### src/rtl/rv32i_pkg.sv
// Shared types for the RV32I fetch front end: boot vector, NOP encoding,
// fetch FSM states and the {pc, instr} entry carried to decode.
package rv32i_pkg;
  localparam logic [31:0] RV_RESET_VECTOR = 32'h0000_0000;
  localparam logic [31:0] NOP_INSTR       = 32'h0000_0013;

  typedef enum logic [1:0] {
    BOOT   = 2'd0,
    RUN    = 2'd1,
    HALTED = 2'd2
  } fetch_state_t;

  typedef struct packed {
    logic [31:0] pc;
    logic [31:0] instr;
  } fetch_entry_t;
endpackage

### src/rtl/fetch_skid_buffer.sv
// Two-entry FIFO of fetch entries; flush wins over push and pop in the same cycle.
// The caller only pushes when not full or when a pop happens in the same cycle.
module fetch_skid_buffer
  import rv32i_pkg::*;
(
  input  logic         clk,
  input  logic         rst_n,
  input  logic         i_push,
  input  logic         i_pop,
  input  logic         i_flush,
  input  fetch_entry_t i_data,
  output fetch_entry_t o_head,
  output logic         o_full,
  output logic         o_empty
);
  fetch_entry_t [1:0] r_mem;
  logic               r_wr;
  logic               r_rd;
  logic [1:0]         r_cnt;

  always_ff @(posedge clk or negedge rst_n) begin
    if (!rst_n) begin
      r_mem <= '0;
      r_wr  <= 1'b0;
      r_rd  <= 1'b0;
      r_cnt <= 2'd0;
    end else if (i_flush) begin
      r_wr  <= 1'b0;
      r_rd  <= 1'b0;
      r_cnt <= 2'd0;
    end else begin
      if (i_push) begin
        r_mem[r_wr] <= i_data;
        r_wr        <= ~r_wr;
      end
      if (i_pop) r_rd <= ~r_rd;
      case ({i_push, i_pop})
        2'b10:   r_cnt <= r_cnt + 2'd1;
        2'b01:   r_cnt <= r_cnt - 2'd1;
        default: r_cnt <= r_cnt;
      endcase
    end
  end

  assign o_head  = r_mem[r_rd];
  assign o_full  = (r_cnt == 2'd2);
  assign o_empty = (r_cnt == 2'd0);
endmodule

### src/rtl/instruction_fetch.sv
// Fetch stage: PC, BOOT/RUN/HALTED FSM, redirect/halt handling and skid buffer to decode.
// Optional FETCH_MISALIGN_CHK_EN: misaligned redirects halt fetch and raise a sticky fault.
module instruction_fetch
  import rv32i_pkg::*;
#(
  parameter logic [31:0] RESET_VECTOR = RV_RESET_VECTOR,
  parameter int          IMEM_AW      = 10
) (
  input  logic               clk,
  input  logic               rst_n,
  output logic [IMEM_AW-1:0] imem_addr,
  input  logic [31:0]        imem_rdata,
  output logic               out_valid,
  input  logic               out_ready,
  output logic [31:0]        out_pc,
  output logic [31:0]        out_instr,
  input  logic               redirect_valid,
  input  logic [31:0]        redirect_pc,
  input  logic               halt_req,
  output logic               halted,
  output logic               fetch_fault
);
  fetch_state_t r_state, w_state_nxt;
  logic [31:0]  r_pc, w_pc_nxt;
  logic [31:0]  w_tgt;
  logic         w_misalign;
  logic         w_push, w_pop, w_full, w_empty;
  fetch_entry_t w_head, w_entry;

  assign w_tgt = {redirect_pc[31:2], 2'b00};

`ifdef FETCH_MISALIGN_CHK_EN
  logic r_fault;
  assign w_misalign = (redirect_pc[1:0] != 2'b00);
  always_ff @(posedge clk or negedge rst_n) begin
    if (!rst_n) r_fault <= 1'b0;
    else if (redirect_valid && w_misalign) r_fault <= 1'b1;
  end
  assign fetch_fault = r_fault;
`else
  logic w_unused_lo;
  assign w_unused_lo = ^redirect_pc[1:0];
  assign w_misalign  = 1'b0;
  assign fetch_fault = 1'b0;
`endif

  // Pushing while full is fine when the head leaves in the same cycle.
  assign w_pop  = !w_empty && out_ready;
  assign w_push = (r_state == RUN) && !redirect_valid && !halt_req && (!w_full || w_pop);

  assign w_entry.pc    = r_pc;
  assign w_entry.instr = imem_rdata;

  always_comb begin
    w_state_nxt = r_state;
    w_pc_nxt    = r_pc;
    if (redirect_valid) begin
      w_pc_nxt    = w_tgt;
      w_state_nxt = (halt_req || w_misalign) ? HALTED : RUN;
    end else begin
      case (r_state)
        BOOT:    w_state_nxt = RUN;
        RUN: begin
          if (halt_req)    w_state_nxt = HALTED;
          else if (w_push) w_pc_nxt    = r_pc + 32'd4;
        end
        HALTED:  w_state_nxt = HALTED;
        default: w_state_nxt = BOOT;
      endcase
    end
  end

  always_ff @(posedge clk or negedge rst_n) begin
    if (!rst_n) begin
      r_state <= BOOT;
      r_pc    <= RESET_VECTOR;
    end else begin
      r_state <= w_state_nxt;
      r_pc    <= w_pc_nxt;
    end
  end

  fetch_skid_buffer u_skid (
    .clk     (clk),
    .rst_n   (rst_n),
    .i_push  (w_push),
    .i_pop   (w_pop),
    .i_flush (redirect_valid),
    .i_data  (w_entry),
    .o_head  (w_head),
    .o_full  (w_full),
    .o_empty (w_empty)
  );

  assign imem_addr = r_pc[IMEM_AW+1:2];
  assign out_valid = !w_empty;
  assign out_pc    = w_empty ? 32'h0 : w_head.pc;
  assign out_instr = w_empty ? NOP_INSTR : w_head.instr;
  assign halted    = (r_state == HALTED);
endmodule
### config.mk
export PLATFORM = sky130hd
export DESIGN_NAME = instruction_fetch
export DESIGN_NICKNAME = d
export VERILOG_FILES = /design/src/rtl/rv32i_pkg.sv /design/src/rtl/fetch_skid_buffer.sv /design/src/rtl/instruction_fetch.sv
export SDC_FILE = /design/constraint.sdc
export NUM_CORES = 1
export LEC_CHECK = 0
export ABC_AREA = 0
export ABC_CLOCK_PERIOD_IN_PS = 2600
export CAP_MARGIN = 20
export CORE_MARGIN = 2
export CORE_UTILIZATION = 45
export CTS_BUF_LIST = sky130_fd_sc_hd__clkbuf_8
export DETAILED_ROUTE_END_ITERATION = 8
export GPL_TIMING_DRIVEN = 0
export PLACE_DENSITY = 0.76
export SYNTH_ARGS = -nofsm -noshare
export SYNTH_HDL_FRONTEND = slang
export SYNTH_SLANG_ARGS = --single-unit
### constraint.sdc
create_clock -name clk -period 2.6 [get_ports clk]
set_clock_uncertainty 0.15 [all_clocks]
set_input_delay 0.26 -clock clk [delete_from_list [all_inputs] [get_ports clk]]
set_output_delay 0.26 -clock clk [all_outputs]
set_load 0.01 [all_outputs]
; ---- After elaboration in Yosys (flattened, before gate mapping)
; Index checks and enable logic that the tools add are counted.
[op_classes]
n_addsub = 3
order_cmp = 3
eq_ne = 7
muxes = 21
bitwise_logic = 3
reduce_logical = 18
[op_table]
columns = operator, count
row1 = $mux 32, 6
row2 = $mux 64, 3
row3 = $bwmux 128, 1
row4 = $demux 64 s1, 1
row5 = $add 32x3->32 const B, 1
row6 = $mux 2, 4
row7 = $eq 2x2->1 const B, 3
row8 = $pmux 2 s3, 1
row9 = $reduce_bool 2->1, 3
row10 = $logic_and 1x1->1, 5
row11 = $eq 2x1->1 const B, 2
row12 = $logic_not 1->1, 4
row13 = $logic_not 2->1, 2
row14 = $lt 1x2->1 const B, 2
row15 = $mux 1, 4
row16 = $pmux 2 s2, 1
row17 = $ne 3x3->1 const B, 1
row18 = $not 1->1, 3
row19 = $reduce_and 3->1, 1
row20 = $reduce_bool 3->1, 1
row21 = $add 2x1->2 const B, 1
row22 = $ne 2x2->1 const B, 1
row23 = $reduce_and 2->1, 1
row24 = $sub 2x1->2 const B, 1
row25 = 2 further kinds, 2
[word_totals]
regBits = 166
input_bits = 69
out_inout_bits = 77
elab_cells = 64

; ---- Longest topological paths before layout
[depth]
depth_word = 9
mapped_depth = 8
ltp_nobuf = 6

; ---- Hierarchy
; Synthesis repeated with hierarchy kept, for this count alone.
[unflattened]
cells_unflattened = 687
area_unflattened_um2 = 8615.8
[modules_own_cells]
columns = module, n_inst, cells_each, area_per_inst_um2, seq_area_each_um2
row1 = fetch_skid_buffer, 1, 361, 6043.3, 3303.2
row2 = instruction_fetch, 1, 326, 2572.5, 800.8

; ---- Worst setup path before layout
; No wires, ideal clock.
[synth_timing]
path_kind = reg2reg
from = reg r_state[1]
to = reg u_skid.r_mem[64] (netlist name)
setup_ns = 0.125
arrival_time_ns = 1.953
t_required_ns = 2.325
path_slack_ns = 0.372
path_stages_with_launch = 9
path_buffers = 2
period_less_slack_ns = 2.228
cell_sequence = dfrtp_1 -> inv_1 -> ha_1 -> nand2b_1 -> nor2_1 -> and3_1 -> buf_2 -> buf_2 -> mux2_2
[synth_between]
elab_chain_cells = 5
[synth_lines]
columns = item, line
row1 = start: declaration, instruction_fetch.sv:23  ; fetch_state_t r_state, w_state_nxt;
row2 = start signal: assignment, instruction_fetch.sv:78  ; r_state <= w_state_nxt;
row3 = $eq 2x1->1, instruction_fetch.sv:49  ; assign w_push = (r_state == RUN) && !redirect_valid && !halt_req && (!w_full || w_pop);
row4 = $logic_and 1x1->1 (3 in a row), instruction_fetch.sv:49
row5 = $reduce_and 2->1 (no source line), -
row6 = end signal: indexed assignment, fetch_skid_buffer.sv:33  ; r_mem[r_wr] <= i_data;
row7 = end: declaration, fetch_skid_buffer.sv:16  ; fetch_entry_t [1:0] r_mem;
; Every way passes these cells.
; A chain may end at the register's enable or synchronous reset.

; ---- Worst setup path in the final report
[layout_timing]
from = reg u_skid.r_cnt[1]
to = out out_instr[13]
[layout_between]
elab_chain_cells = 2
[layout_lines]
columns = item, line
row1 = start: declaration, fetch_skid_buffer.sv:19  ; logic [1:0] r_cnt;
row2 = start signal: assignment, fetch_skid_buffer.sv:38  ; 2'b10: r_cnt <= r_cnt + 2'd1;
row3 = start signal: assignment, fetch_skid_buffer.sv:39  ; 2'b01: r_cnt <= r_cnt - 2'd1;
row4 = start signal: assignment, fetch_skid_buffer.sv:40  ; default: r_cnt <= r_cnt;
row5 = $logic_not 2->1, fetch_skid_buffer.sv:47  ; assign o_empty = (r_cnt == 2'd0);
row6 = $mux 32, instruction_fetch.sv:98  ; assign out_instr = w_empty ? NOP_INSTR : w_head.instr;
row7 = end: declaration, instruction_fetch.sv:16  ; output logic [31:0] out_instr,
; Every way passes these cells.

==> flow_metrics.env <==
export IMPL_status="finished clean"
export IMPL_worst_slew_pin_slew_ps=567.2
export IMPL_min_path_type="input port to async pin"
export IMPL_hold_violations=0
export IMPL_multi_input_area_um2=3445
export IMPL_groute_usage_overall_pct=20.39
export IMPL_fin_util_pct=59.54
export IMPL_diodes=0
export IMPL_timing_final_max_slew_violations=0
export IMPL_switching_share_pct=28.27
export IMPL_yosysMostFrequentCell="dfrtp_1"
export IMPL_synth_top_cells_by_area="dfrtp_1, mux2_2, mux2i_1"
export IMPL_combPwrFrac_pct=22.6
export IMPL_clk_pin_slew_ps=80
export IMPL_cts_buffers=17
export IMPL_critPathArrivalTime_ps=2090
export IMPL_fmax_ghz=0.4003
export IMPL_p_switching_mw=1.904
export IMPL_wl_per_cell_um=16.97
export IMPL_power_mw=6.734
export IMPL_setup_violations=0
export IMPL_path_max_fanout=10
export IMPL_dp_hpwl_um=12640
export IMPL_critPathRequiredTime_ps=2190
export IMPL_power_clock_fraction_pct=24.9
export IMPL_netlist_cell_type_count=43
export IMPL_clockBufferDepth=2
export IMPL_maxSlewHeadroom_pct=62.19
export IMPL_grt_pass1_wl_um=29180
export IMPL_drt_wl_total_um=17920
export IMPL_ant_nets=0
export IMPL_register_area_um2=4005
export IMPL_io_buffers=140
export IMPL_dr_pass1_iters=4
export IMPL_synthFlopType="dfrtp_1"
export IMPL_gp_congestion=0.7983
export IMPL_ff2ff_setup_slack_ps=140
export IMPL_antenna_found_initial=0
export IMPL_synth_edff_count=0
export IMPL_p_seq_share_pct=52.4
export IMPL_drt_first_iter_violations=304
export IMPL_grt_pass1_vias=5636
export IMPL_die_area_um2=18220
export IMPL_end_kind="output pin"
export IMPL_vias=5577
export IMPL_clockRootBuffer="clkbuf_8"
export IMPL_tns_ps=0
export IMPL_maxCapViolations=0
export IMPL_cts_sinks=160
export IMPL_synth_top_cell_by_area="dfrtp_1"
export IMPL_ios=146
export IMPL_ir_drop_mv=0.3957
export IMPL_htreeDepth=4
export IMPL_cts_tree="built"
export IMPL_rsz0062_at_grt="false"
export IMPL_seq_area_frac_synth_pct=51.86
export IMPL_die_w_um=135.0
export IMPL_cellPowerDensity_nw_per_um2=677.1
export IMPL_ys_seq_elements=160
export IMPL_synth_area_um2=7721
export IMPL_placementRows=47
export IMPL_min_period_ps=2498
export IMPL_drive_gt1_share_pct=25.48
export IMPL_synth_top_cells_by_count="dfrtp_1, mux2_2, nor2_1"
export IMPL_insertion_delay_ps=460
export IMPL_drc=0
export IMPL_p_int_mw=4.830
export IMPL_syn_inst=656
export IMPL_grt_max_degree=113
export IMPL_via_per_inst=5.281
export IMPL_synth_warnings=0
export IMPL_worst_setup_path_type="flip-flop to output pin"
export IMPL_syn_avg_cell_area_um2=11.77
export IMPL_core_area_um2=16700
export IMPL_fillers=1432
export IMPL_grt_overflow_total=0
export IMPL_p_leak_nw=4.099
export IMPL_areaGrowthSynthToFinish_pct=28.80
export IMPL_fin_crit_sh_pct=96.09
export IMPL_initial_core_util_pct=46.23
export IMPL_synth_top_area_share_pct=51.86
export IMPL_startpoint_type="flip-flop"
export IMPL_nets=896
export IMPL_async_reset_ff_share_pct=100.0
export IMPL_die_y_um=135.0
## power by group through the flow
stage	combinational [mW]	clock [mW]	sequential, mW
global placement	1.47	0	3.55
detailed placement	1.52	0	3.58
finish	1.52	1.68	3.53
global route	1.68	1.83	3.62
floorplan	1.06	0	3.46
CTS	1.54	1.73	3.53
## worst paths after layout
path | startpoint | to | cells after the start
min | rst_n | u_skid.r_mem[42] | 2
min in group clk | redirect_pc[14] | r_pc[14] | 3
min reg2reg | u_skid.r_mem[62] | u_skid.r_mem[62] | 1
max reg2reg | r_state[1] | r_pc[21] | 8
max in group asynchronous | rst_n | r_pc[16] | 3
max | u_skid.r_cnt[1] | out_instr[13] | 5
## cell families (layout without fill, tap and decap cells)
group / after synthesis / after routing / share of synthesized area [%]
multiplexers: 188 / 188 / 26.40
AND/OR/NAND/NOR: 173 / 173 / 11.08
flip-flops: 160 / 160 / 51.86
buffers and inverters: 62 / 240 / 4.035
AO/OA/AOI/OAI: 56 / 56 / 4.570
XOR/XNOR: 12 / 12 / 1.361
adder cells (fa/ha/maj): 4 / 4 / 0.6482
other: 1 / 3 / 0.04857
## stage by stage
stage | worst slack [ps] | instance area [um^2] | hold WS [ps] | cells
after floorplan | 372.1 | 7729 | -185.6 | 658
after global placement | -5397 | 9405 | 317.9 | 1018
after detailed placement | -428.6 | 9438 | 34.26 | 1019
after CTS | 0.8802 | 9868 | 125.5 | 1051
after global routing | 1.461 | 9945 | 155.6 | 1056
final | 101.8 | 9945 | 147.8 | 1056
## what timing repair did
item | CTS | global route
hold buffers | 1 | 0
endpoints found under the hold margin | 48 | 0
gates resized for setup | 28 | 12
setup endpoints to repair | 183 | 176
buffers inserted | 0 | 6
pin swaps | 0 | 2
## layout by cell type, fill, tap and decap left out, drive strengths merged, types with 16 or more instances in the layout
cell type / instances
a31oi: 18
buf: 40
clkbuf: 39
clkdlybuf4s50: 139
dfrtp: 160
mux2: 125
mux2i: 63
nand2: 27
nor2: 82
o21ai: 16
or4: 18
## metal layers
| layer | vias to the layer above | share of wire, % | GRT usage, % |
|---|---|---|---|
| met5 | - | 0 | 0 |
| met4 | 0 | 1.6 | 6.887 |
| met3 | 23 | 4.6 | 4.017 |
| met2 | 127 | 50 | 33.81 |
| met1 | 2777 | 44 | 26.98 |
| li1 | 2650 | - | - |
## cell type report
cell class                 instances  share of cell area, %
clock buffer                      17                  2.353
sequential                       160                  40.27
timing repair buffer             148                  15.10
buffer                            54                  3.397
clock inverter                    15                  1.246
inverter                           6                 0.2265
multi-input combinational        436                  34.64
tap                              220                  2.768
## state kept, by name, summed over array words and instances, names as in the netlist
| signal | flops |
|---|---|
| r_pc | 30 |
| r_state | 2 |
| u_skid.r_cnt | 2 |
| u_skid.r_mem | 124 |
| u_skid.r_rd | 1 |
| u_skid.r_wr | 1 |
## worst max-delay path, cell delays in order (launching register included)
cell and delay [ps]:
dfrtp_1 460, nor2_4 80, buf_12 130, clkbuf_2 190, nor2_1 200, clkdlybuf4s50_1 570
(Power assumes the default switching activity.)
